### src/rtl/seg7_pkg.sv
// Shared constants for the seg7 scan driver: segment bit positions, the hex font
// and the brightness phase count.
package seg7_pkg;

  localparam int SEG_A  = 0;
  localparam int SEG_B  = 1;
  localparam int SEG_C  = 2;
  localparam int SEG_D  = 3;
  localparam int SEG_E  = 4;
  localparam int SEG_F  = 5;
  localparam int SEG_G  = 6;
  localparam int SEG_DP = 7;

  localparam int PHASES  = 16;
  localparam int PHASE_W = 4;

  // Entry n is the gfedcba pattern for nibble n (0-9, A, b, C, d, E, F).
  localparam logic [15:0][6:0] HEX_FONT = {
    7'h71, 7'h79, 7'h5E, 7'h39, 7'h7C, 7'h77, 7'h6F, 7'h7F,
    7'h07, 7'h7D, 7'h6D, 7'h66, 7'h4F, 7'h5B, 7'h06, 7'h3F
  };

endpackage

### src/rtl/seg7_font.sv
// Combinational hex nibble to 7-segment (gfedcba, active-high) lookup.
module seg7_font
  import seg7_pkg::*;
(
  input  logic [3:0] nibble,
  output logic [6:0] seg
);

  assign seg = HEX_FONT[nibble];

endmodule

### src/rtl/seg7_scan.sv
// Multiplexed N-digit common-anode 7-segment scan driver with brightness PWM,
// leading-zero blanking and tear-free per-frame input latching.
module seg7_scan
  import seg7_pkg::*;
#(
  parameter int DIGITS  = 4,
  parameter int SUB_DIV = 16
) (
  input  logic                  clk,
  input  logic                  reset,
  input  logic [4*DIGITS-1:0]   di,
  input  logic [8*DIGITS-1:0]   pixels,
  input  logic                  direct,
  input  logic [DIGITS-1:0]     dp,
  input  logic                  blank_lz,
  input  logic [3:0]            bright,
  output logic [7:0]            seg,
  output logic [DIGITS-1:0]     an,
  output logic                  frame
);

  localparam int SUB_W = $clog2(SUB_DIV);
  localparam int IDX_W = (DIGITS > 1) ? $clog2(DIGITS) : 1;

  logic [SUB_W-1:0]    sub_q, sub_d;
  logic [PHASE_W-1:0]  phase_q, phase_d;
  logic [IDX_W-1:0]    idx_q, idx_d;
  logic                load_pend_q, load_pend_d;

  logic [4*DIGITS-1:0] di_sh_q, di_sh_d;
  logic [8*DIGITS-1:0] pix_sh_q, pix_sh_d;
  logic [DIGITS-1:0]   dp_sh_q, dp_sh_d;
  logic                direct_sh_q, direct_sh_d;
  logic                blz_sh_q, blz_sh_d;

  logic [7:0]          seg_q, seg_d;
  logic [DIGITS-1:0]   an_q, an_d;
  logic                frame_q, frame_d;

  logic                sub_last, tick, idx_last, wrap, load;

  // NOTE: every signal driven from always_comb gets a default at the top of the
  // block, so no path leaves it unassigned and no latch is inferred.
  always_comb begin
    sub_d    = sub_q;
    phase_d  = phase_q;
    idx_d    = idx_q;
    sub_last = (sub_q == SUB_W'(SUB_DIV - 1));
    tick     = sub_last && (phase_q == PHASE_W'(PHASES - 1));
    idx_last = (idx_q == IDX_W'(DIGITS - 1));
    wrap     = tick && idx_last;
    if (sub_last) begin
      sub_d   = '0;
      phase_d = phase_q + 1'b1;
    end else begin
      sub_d = sub_q + 1'b1;
    end
    if (tick) begin
      idx_d = idx_last ? '0 : idx_q + 1'b1;
    end
  end

  // Inputs are captured once per frame (and right after reset) so a digit
  // never shows a half-updated word.
  always_comb begin
    load        = wrap || load_pend_q;
    load_pend_d = 1'b0;
    di_sh_d     = load ? di       : di_sh_q;
    pix_sh_d    = load ? pixels   : pix_sh_q;
    dp_sh_d     = load ? dp       : dp_sh_q;
    direct_sh_d = load ? direct   : direct_sh_q;
    blz_sh_d    = load ? blank_lz : blz_sh_q;
  end

  // On the load-pending cycle the shadows are still empty, so the guard cycle
  // shows the data being loaded instead.
  logic [4*DIGITS-1:0] src_di;
  logic [8*DIGITS-1:0] src_pix;
  logic [DIGITS-1:0]   src_dp;
  logic                src_direct, src_blz;

  assign src_di     = load_pend_q ? di       : di_sh_q;
  assign src_pix    = load_pend_q ? pixels   : pix_sh_q;
  assign src_dp     = load_pend_q ? dp       : dp_sh_q;
  assign src_direct = load_pend_q ? direct   : direct_sh_q;
  assign src_blz    = load_pend_q ? blank_lz : blz_sh_q;

  logic [3:0] nib;
  logic [7:0] pix;
  logic       dp_cur, blank_cur, all_zero;
  logic [6:0] font_seg;

  // Walk from the top digit down; all_zero means this nibble and all above are 0.
  always_comb begin
    nib       = '0;
    pix       = '0;
    dp_cur    = 1'b0;
    blank_cur = 1'b0;
    all_zero  = 1'b1;
    for (int i = DIGITS - 1; i >= 0; i--) begin
      all_zero = all_zero && (src_di[4*i +: 4] == 4'h0);
      if (idx_q == IDX_W'(i)) begin
        nib       = src_di[4*i +: 4];
        pix       = src_pix[8*i +: 8];
        dp_cur    = src_dp[i];
        blank_cur = src_blz && (i != 0) && all_zero;
      end
    end
  end

  seg7_font u_font (
    .nibble (nib),
    .seg    (font_seg)
  );

  logic lit;

  always_comb begin
    seg_d = '0;
    if (src_direct) begin
      seg_d = pix;
    end else begin
      seg_d[SEG_G:SEG_A] = blank_cur ? 7'h00 : font_seg;
      seg_d[SEG_DP]      = dp_cur;
    end
    lit = (phase_q <= bright) && !((phase_q == '0) && (sub_q == '0));
    an_d = '0;
    for (int i = 0; i < DIGITS; i++) begin
      an_d[i] = lit && (idx_q == IDX_W'(i));
    end
    frame_d = wrap;
  end

  // NOTE: state registers use non-blocking assignments so every flop samples
  // the pre-edge value of its inputs regardless of statement order.
  always_ff @(posedge clk) begin
    if (reset) begin
      sub_q       <= '0;
      phase_q     <= '0;
      idx_q       <= '0;
      load_pend_q <= 1'b1;
      di_sh_q     <= '0;
      pix_sh_q    <= '0;
      dp_sh_q     <= '0;
      direct_sh_q <= 1'b0;
      blz_sh_q    <= 1'b0;
      seg_q       <= '0;
      an_q        <= '0;
      frame_q     <= 1'b0;
    end else begin
      sub_q       <= sub_d;
      phase_q     <= phase_d;
      idx_q       <= idx_d;
      load_pend_q <= load_pend_d;
      di_sh_q     <= di_sh_d;
      pix_sh_q    <= pix_sh_d;
      dp_sh_q     <= dp_sh_d;
      direct_sh_q <= direct_sh_d;
      blz_sh_q    <= blz_sh_d;
      seg_q       <= seg_d;
      an_q        <= an_d;
      frame_q     <= frame_d;
    end
  end

  assign seg   = seg_q;
  assign an    = an_q;
  assign frame = frame_q;

endmodule

### config.mk
export PLATFORM = sky130hd
export DESIGN_NAME = seg7_scan
export DESIGN_NICKNAME = d
export VERILOG_FILES = /design/src/rtl/seg7_pkg.sv /design/src/rtl/seg7_font.sv /design/src/rtl/seg7_scan.sv
export SDC_FILE = /design/constraint.sdc
export NUM_CORES = 1
export LEC_CHECK = 0
export ABC_AREA = 1
export BUFFER_PORTS_ARGS = -buffer_cell sky130_fd_sc_hd__clkbuf_2
export CORE_ASPECT_RATIO = 1.5
export CORE_MARGIN = 5
export CORE_UTILIZATION = 40
export CTS_CLUSTER_SIZE = 20
export DETAILED_ROUTE_END_ITERATION = 8
export PLACE_DENSITY = 0.56
export SLEW_MARGIN = 20
export SYNTH_ARGS = -nofsm -noshare
export SYNTH_HDL_FRONTEND = slang
export SYNTH_SLANG_ARGS = --single-unit
export TNS_END_PERCENT = 50
### constraint.sdc
create_clock -name clk -period 3.1 [get_ports clk]
set_clock_uncertainty 0.05 [all_clocks]
set_input_delay 0.155 -clock clk [delete_from_list [all_inputs] [get_ports clk]]
set_output_delay 0.155 -clock clk [all_outputs]
set_load 0.02 [all_outputs]
# --- Yosys cells after proc, flatten, opt, wreduce, memory -nomap -nowiden ---
# Memory sizes are Yosys's and may differ from the RTL's.
# Cells that the tools add are included.
totals:
  regBits: 78
  latchBits: 0
  ramBits: 0
  romBits: 112
  memories: 1
op_classes:
  n_addsub: 3
  n_mul: 0
  div: 0
  magnitude_cmp: 2
  eq_ne: 5
  shifts: 0
  mux: 26
  bitwise: 0
  n_reduce_logical: 22
memory_table:
  columns: ["name", "depth", "word_bits", "rd", "rd_clocked_by_memory_dff", "wr", "line_no", "source"]
  rows:
  - ["(no name shown)", 16, 7, 1, 0, 0, "seg7_font.sv:9", "assign seg = HEX_FONT[nibble];"]
op_table:
  columns: ["cell", "count"]
  rows:
  - ["$mux W8", 5]
  - ["$mux W32", 1]
  - ["$logic_not A4 Y1", 5]
  - ["$mux W4", 5]
  - ["$mux W16", 1]
  - ["$mux W7", 2]
  - ["$logic_and A1 B1 Y1", 13]
  - ["$mux W1", 11]
  - ["$add A4 B1 Y4 const B", 2]
  - ["$eq A4 B4 Y1 const B", 2]
  - ["$lt A4 B5 Y1 const B", 1]
  - ["$eq A2 B2 Y1 const B", 2]
  - ["$le A4 B4 Y1", 1]
  - ["$add A2 B1 Y2 const B", 1]
  - ["$eq A2 B1 Y1 const B", 1]
  - ["$logic_not A2 Y1", 1]
  - ["$mux W2", 1]
  - ["$reduce_or A2 Y1", 1]
  - ["$logic_not A1 Y1", 1]
  - ["$logic_or A1 B1 Y1", 1]

# --- Longest topological paths before layout ---
depth:
  word_depth: 9
  mapped_depth: 17
  depth_no_buf: 15

# --- Modules after synthesis ---
# A second synthesis with hierarchy kept.
hier_totals:
  cells_unflattened: 652
  area_unflattened_um2: 4443.0
by_module_without_submodules:
  columns: ["mod", "instances", "cells_each", "area_each_um2"]
  rows:
  - ["seg7_scan", 1, 600, 4166.5]
  - ["seg7_font", 1, 52, 276.5]

# --- Worst setup path before layout ---
# No wires, ideal clock.
synth_path:
  path_type: "register to register"
  from: "reg idx_q[0]"
  to: "reg seg_q[3] (netlist: seg[3])"
  setup_ps: 132
  arrival_ps: 1930
  t_required_ps: 2918
  setup_slack_ps: 988
  path_stages_with_launch: 16
  n_path_buf: 2
  cell_sequence: "dfxtp_1 inv_1 ha_1 buf_2 nor2_2 buf_4 nand2_1 nand3_1 nand2_1 nand2_1 ha_1 inv_1 nand3_1 nand3_1 nand3_1 a21oi_1"
synth_between:
  elab_chain_len: 9
  word_cells_on_any_way: 20
  classes_between: "eq/ne (3); mux (15); reduce/logical (1); memory (1)"
synth_lines:
  columns: ["element", "line_no", "source"]
  rows:
  - ["start, declared", "seg7_scan.sv:27", "logic [IDX_W-1:0] idx_q, idx_d;"]
  - ["start signal, assigned", "seg7_scan.sv:153", "idx_q <= idx_d;"]
  - ["$eq A2 B2 Y1", "seg7_scan.sv:102", "if (idx_q == IDX_W'(i)) begin"]
  - ["$mux W4 (4 in a row)", "seg7_scan.sv:102", null]
  - ["$mem_v2 Z16 W7", null, null]
  - ["$mux W7 (not written as such)", "seg7_font.sv:9", null]
  - ["$mux W7", "seg7_scan.sv:123", "seg_d[SEG_G:SEG_A] = blank_cur ? 7'h00 : font_seg;"]
  - ["$mux W8 (*)", "seg7_scan.sv:120", "if (src_direct) begin"]
  - ["end signal, assigned", "seg7_scan.sv:160", "seg_q <= seg_d;"]
  - ["end, declared", "seg7_scan.sv:36", "logic [7:0] seg_q, seg_d;"]
# Every way passes the cells marked *; elsewhere a longest branch is shown, timed or not. The select of a mux whose other input is x is not followed.
# A chain may end at the register's enable or synchronous reset.

# --- Worst setup path in the final report ---
layout_path:
  from: "reg idx_q[0]"
  to: "reg seg_q[0] (netlist: seg[0])"
# Same word-level chain as after synthesis.

==> results.yml <==
outcome:
  outcome: "finished, final reports clean"
logic_synthesis:
  synthesis.nets: 698
  yosys.area.top_type: "dfxtp_1"
  synth_top_area_share_pct: 35.7
  yosysWarnings: 0
  synth_mux_area_share_pct: 0.229
  syn_area_per_cell_um2: 7.05
  synth_area_mm2: 0.00437
  netlist_instances: 620
  synth_async_sr_flop_share_pct: 0
  synthAdderAreaFrac_pct: 5.15
  synth_compound_area_share_pct: 21.4
  synth_seq_cells: 78
  ys_top_cells_by_area: "dfxtp_1 36%, nor2_1 10%, nand2_1 8.8%"
  synth_top_family_by_area: "simple AND/OR/NAND/NOR gates"
  yosysMostFrequentCell: "nor2_1"
  synth-edff-count: 0
  yosys.cell_types.count: 36
  yosys-top-cells-count: "119 x nor2_1, 103 x nand2_1, 78 x dfxtp_1, 55 x o21ai_0, 46 x inv_1"
  synth-simple-area-share_pct: 26.7
  synth_xor_area_share_pct: 0.401
  synth_ff_type: "dfxtp_1"
  synth_seq_area_share_pct: 35.7
power_and_ir_drop:
  cellLeakagePower_nw: 2.33
  p_switching_mw: 0.675
  finalPower_mw: 2.44
  powerDensity_mw_per_mm2: 485
  swShare_pct: 27.7
  intPower_mw: 1.76
  p_comb_share_pct: 15.2
  seqPwrFrac_pct: 45.0
  clockPowerShare_pct: 39.8
  ir_worst_vdd_v: 0.000247
clock_tree:
  cts_setup_buffers: 0
  clk_latency_ns: 0.33
  cts_resized: 0
  cts.reportedPaths.clkPinSlew_ns: 0.06
  clock-root-buffer: "clkbuf_16"
  cts_tree: "built"
  cts_buffer_depth: 2
  clock-sinks: 78
  numCtsBuffers: 9
  htreeDepth: 3
  holdBufCountCts: 0
critical_path:
  worst_ep_required_time_ns: 3.25
  rr_endpoint: "seg[0]"
  cp-start-kind: "register"
  crit_fanout: 10
  timing.rr.start: "idx_q[0]"
  crit_type: "register to register"
  end_kind: "register"
  r2r_cells: 15
  endpoint: "seg[0]"
  arrival_ns: 2.65
  crit_path_start: "idx_q[0]"
  rrSetupSlack_ns: 0.60
cells_and_area:
  layout-drive-gt1-share_pct: 19.8
  fin_nets: 754
  syn2layout_area_growth_pct: 14.9
  num_antenna_cells: 0
  fillers: 1119
  multi_input_area_mm2: 0.00236
  regArea_mm2: 0.00156
worst_hold_path:
  min_from: "pixels[27]"
  min_path_type: "primary input to register"
floorplan:
  io_pins: 73
  die_w_um: 95.4
  die_h_um: 138
  die-area_mm2: 0.0132
  start_util_pct: 41.1
  core_mm2: 0.0106
  num_rows: 46
sta:
  fin_setup_tns_ns: 0
  slew_viol_final: 0
  max_freq_mhz: 400
  tightest_slew_ns: 0.976
  finalHoldViolCount: 0
  rsz0062_at_grt: "no"
  setup_ws_ns: 0.598
  min_period_over_period_pct: 80.7
  max_slew_margin_pct: 34.8
  holdWs_ns: 0.0117
  setup_violations: 0
  post-route-min-period_ns: 2.50
detailed_routing:
  drc: 0
  dr.first_iter.drc_count: 199
  wl_um: 12300
  drtAntennaViolNets: 0
  wire_per_inst_um: 14.9
  num_vias: 4210
  first_pass_iters: 5
  via_per_inst: 5.10
placement:
  hpwlAfterDp_um: 8740
  globalplace.congestion: 0.830
  place_ws_ns: 0.607
  portBuffers: 72
grt:
  grt_util_all_layers_pct: 19.4
  grt_max_degree: 49
  grt_overflow: 0
  grt_pass1_wl_um: 20200
  grt_pass1_vias: 4185
  grt_antenna_before_repair: 0
job:
  max-cap-violations: 0
[power by group through the flow]
stage / combinational (mW) / clock, mW / sequential (mW)
2_1_floorplan: 0.252 / 0 / 1.12
4_1_cts: 0.374 / 0.997 / 1.10
6_report: 0.370 / 0.969 / 1.10
3_5_place_dp: 0.373 / 0 / 1.12
3_3_place_gp: 0.367 / 0 / 1.12
5_1_grt: 0.421 / 1.03 / 1.10
[layer usage]
layer / part of all wire (%) / track usage (%)
met5: 0 / 0
met4: 1.9 / 6.82
met3: 4.3 / 3.85
met2: 52 / 33.6
met1: 42 / 23.2
[layout by cell type (no fill, tap or decap), types with 8 or more instances in the layout]
cell type and instances:
dfxtp_1 77, a21oi_1 38, inv_1 46, nand2_2 11
o21ai_0 55, nor2_1 119, nand2_1 103, buf_4 9
ha_1 18, o211ai_1 11, clkbuf_16 9, a211oi_1 16
clkbuf_2 72, o21ai_1 8, nand3_1 31
[critical path, stage by stage (launching register included)]
cell,delay (ns)
dfxtp_1,0.36
inv_1,0.09
ha_1,0.36
nor2_2,0.40
nand2_1,0.11
nand2_1,0.08
nand2_1,0.04
nand2_1,0.07
nand2_1,0.10
inv_1,0.16
ha_1,0.21
nand3_1,0.08
nand3_1,0.09
nand2_1,0.05
nand2_1,0.05
a21oi_1,0.05
[flip-flops by register name, indices dropped and copies added, names as in the netlist]
signal,count
di_sh_q,16
phase_q,4
blz_sh_q,1
idx_q,2
seg,8
pix_sh_q,32
dp_sh_q,4
sub_q,4
load_pend_q,1
frame,1
direct_sh_q,1
an,4
[how the worst min path moves through the flow]
stage / cells after the start / slack (ns) / endpoint
finish: 3 / 0.01 / pix_sh_q[27]
global placement: 3 / 0.35 / di_sh_q[9]
CTS: 3 / 0.0009 / di_sh_q[5]
detailed placement: 3 / 0.35 / di_sh_q[5]
global route: 3 / 0.01 / pix_sh_q[27]
floorplan: 0 / 0.13 / load_pend_q
[final cells by class]
class                      count  share of cell area [%]
inverter                      55                    4.16
multi-input combinational    450                    46.9
timing repair buffer          82                    8.92
tap                          144                    3.59
clock buffer                  11                    4.83
sequential                    78                    31.1
clock inverter                 5                   0.498
[logic make-up after synthesis]
logic type | Yosys count
and+or+nand+nor | 279
AOI/OAI and AO/OA | 150
buffers and inverters | 92
DFF | 78
adders and majority gates | 18
xor gates and xnor gates | 2
muxes | 1
[per-stage QoR]
step	util (%)	area, um^2	instances
after global routing	47.2	5020	825
after floorplan	-	4370	620
final	47.2	5020	825
after global placement	44.7	4760	809
after detailed placement	44.7	4760	809
after CTS	47.2	5020	825
Power figures use the tool's default switching activity.
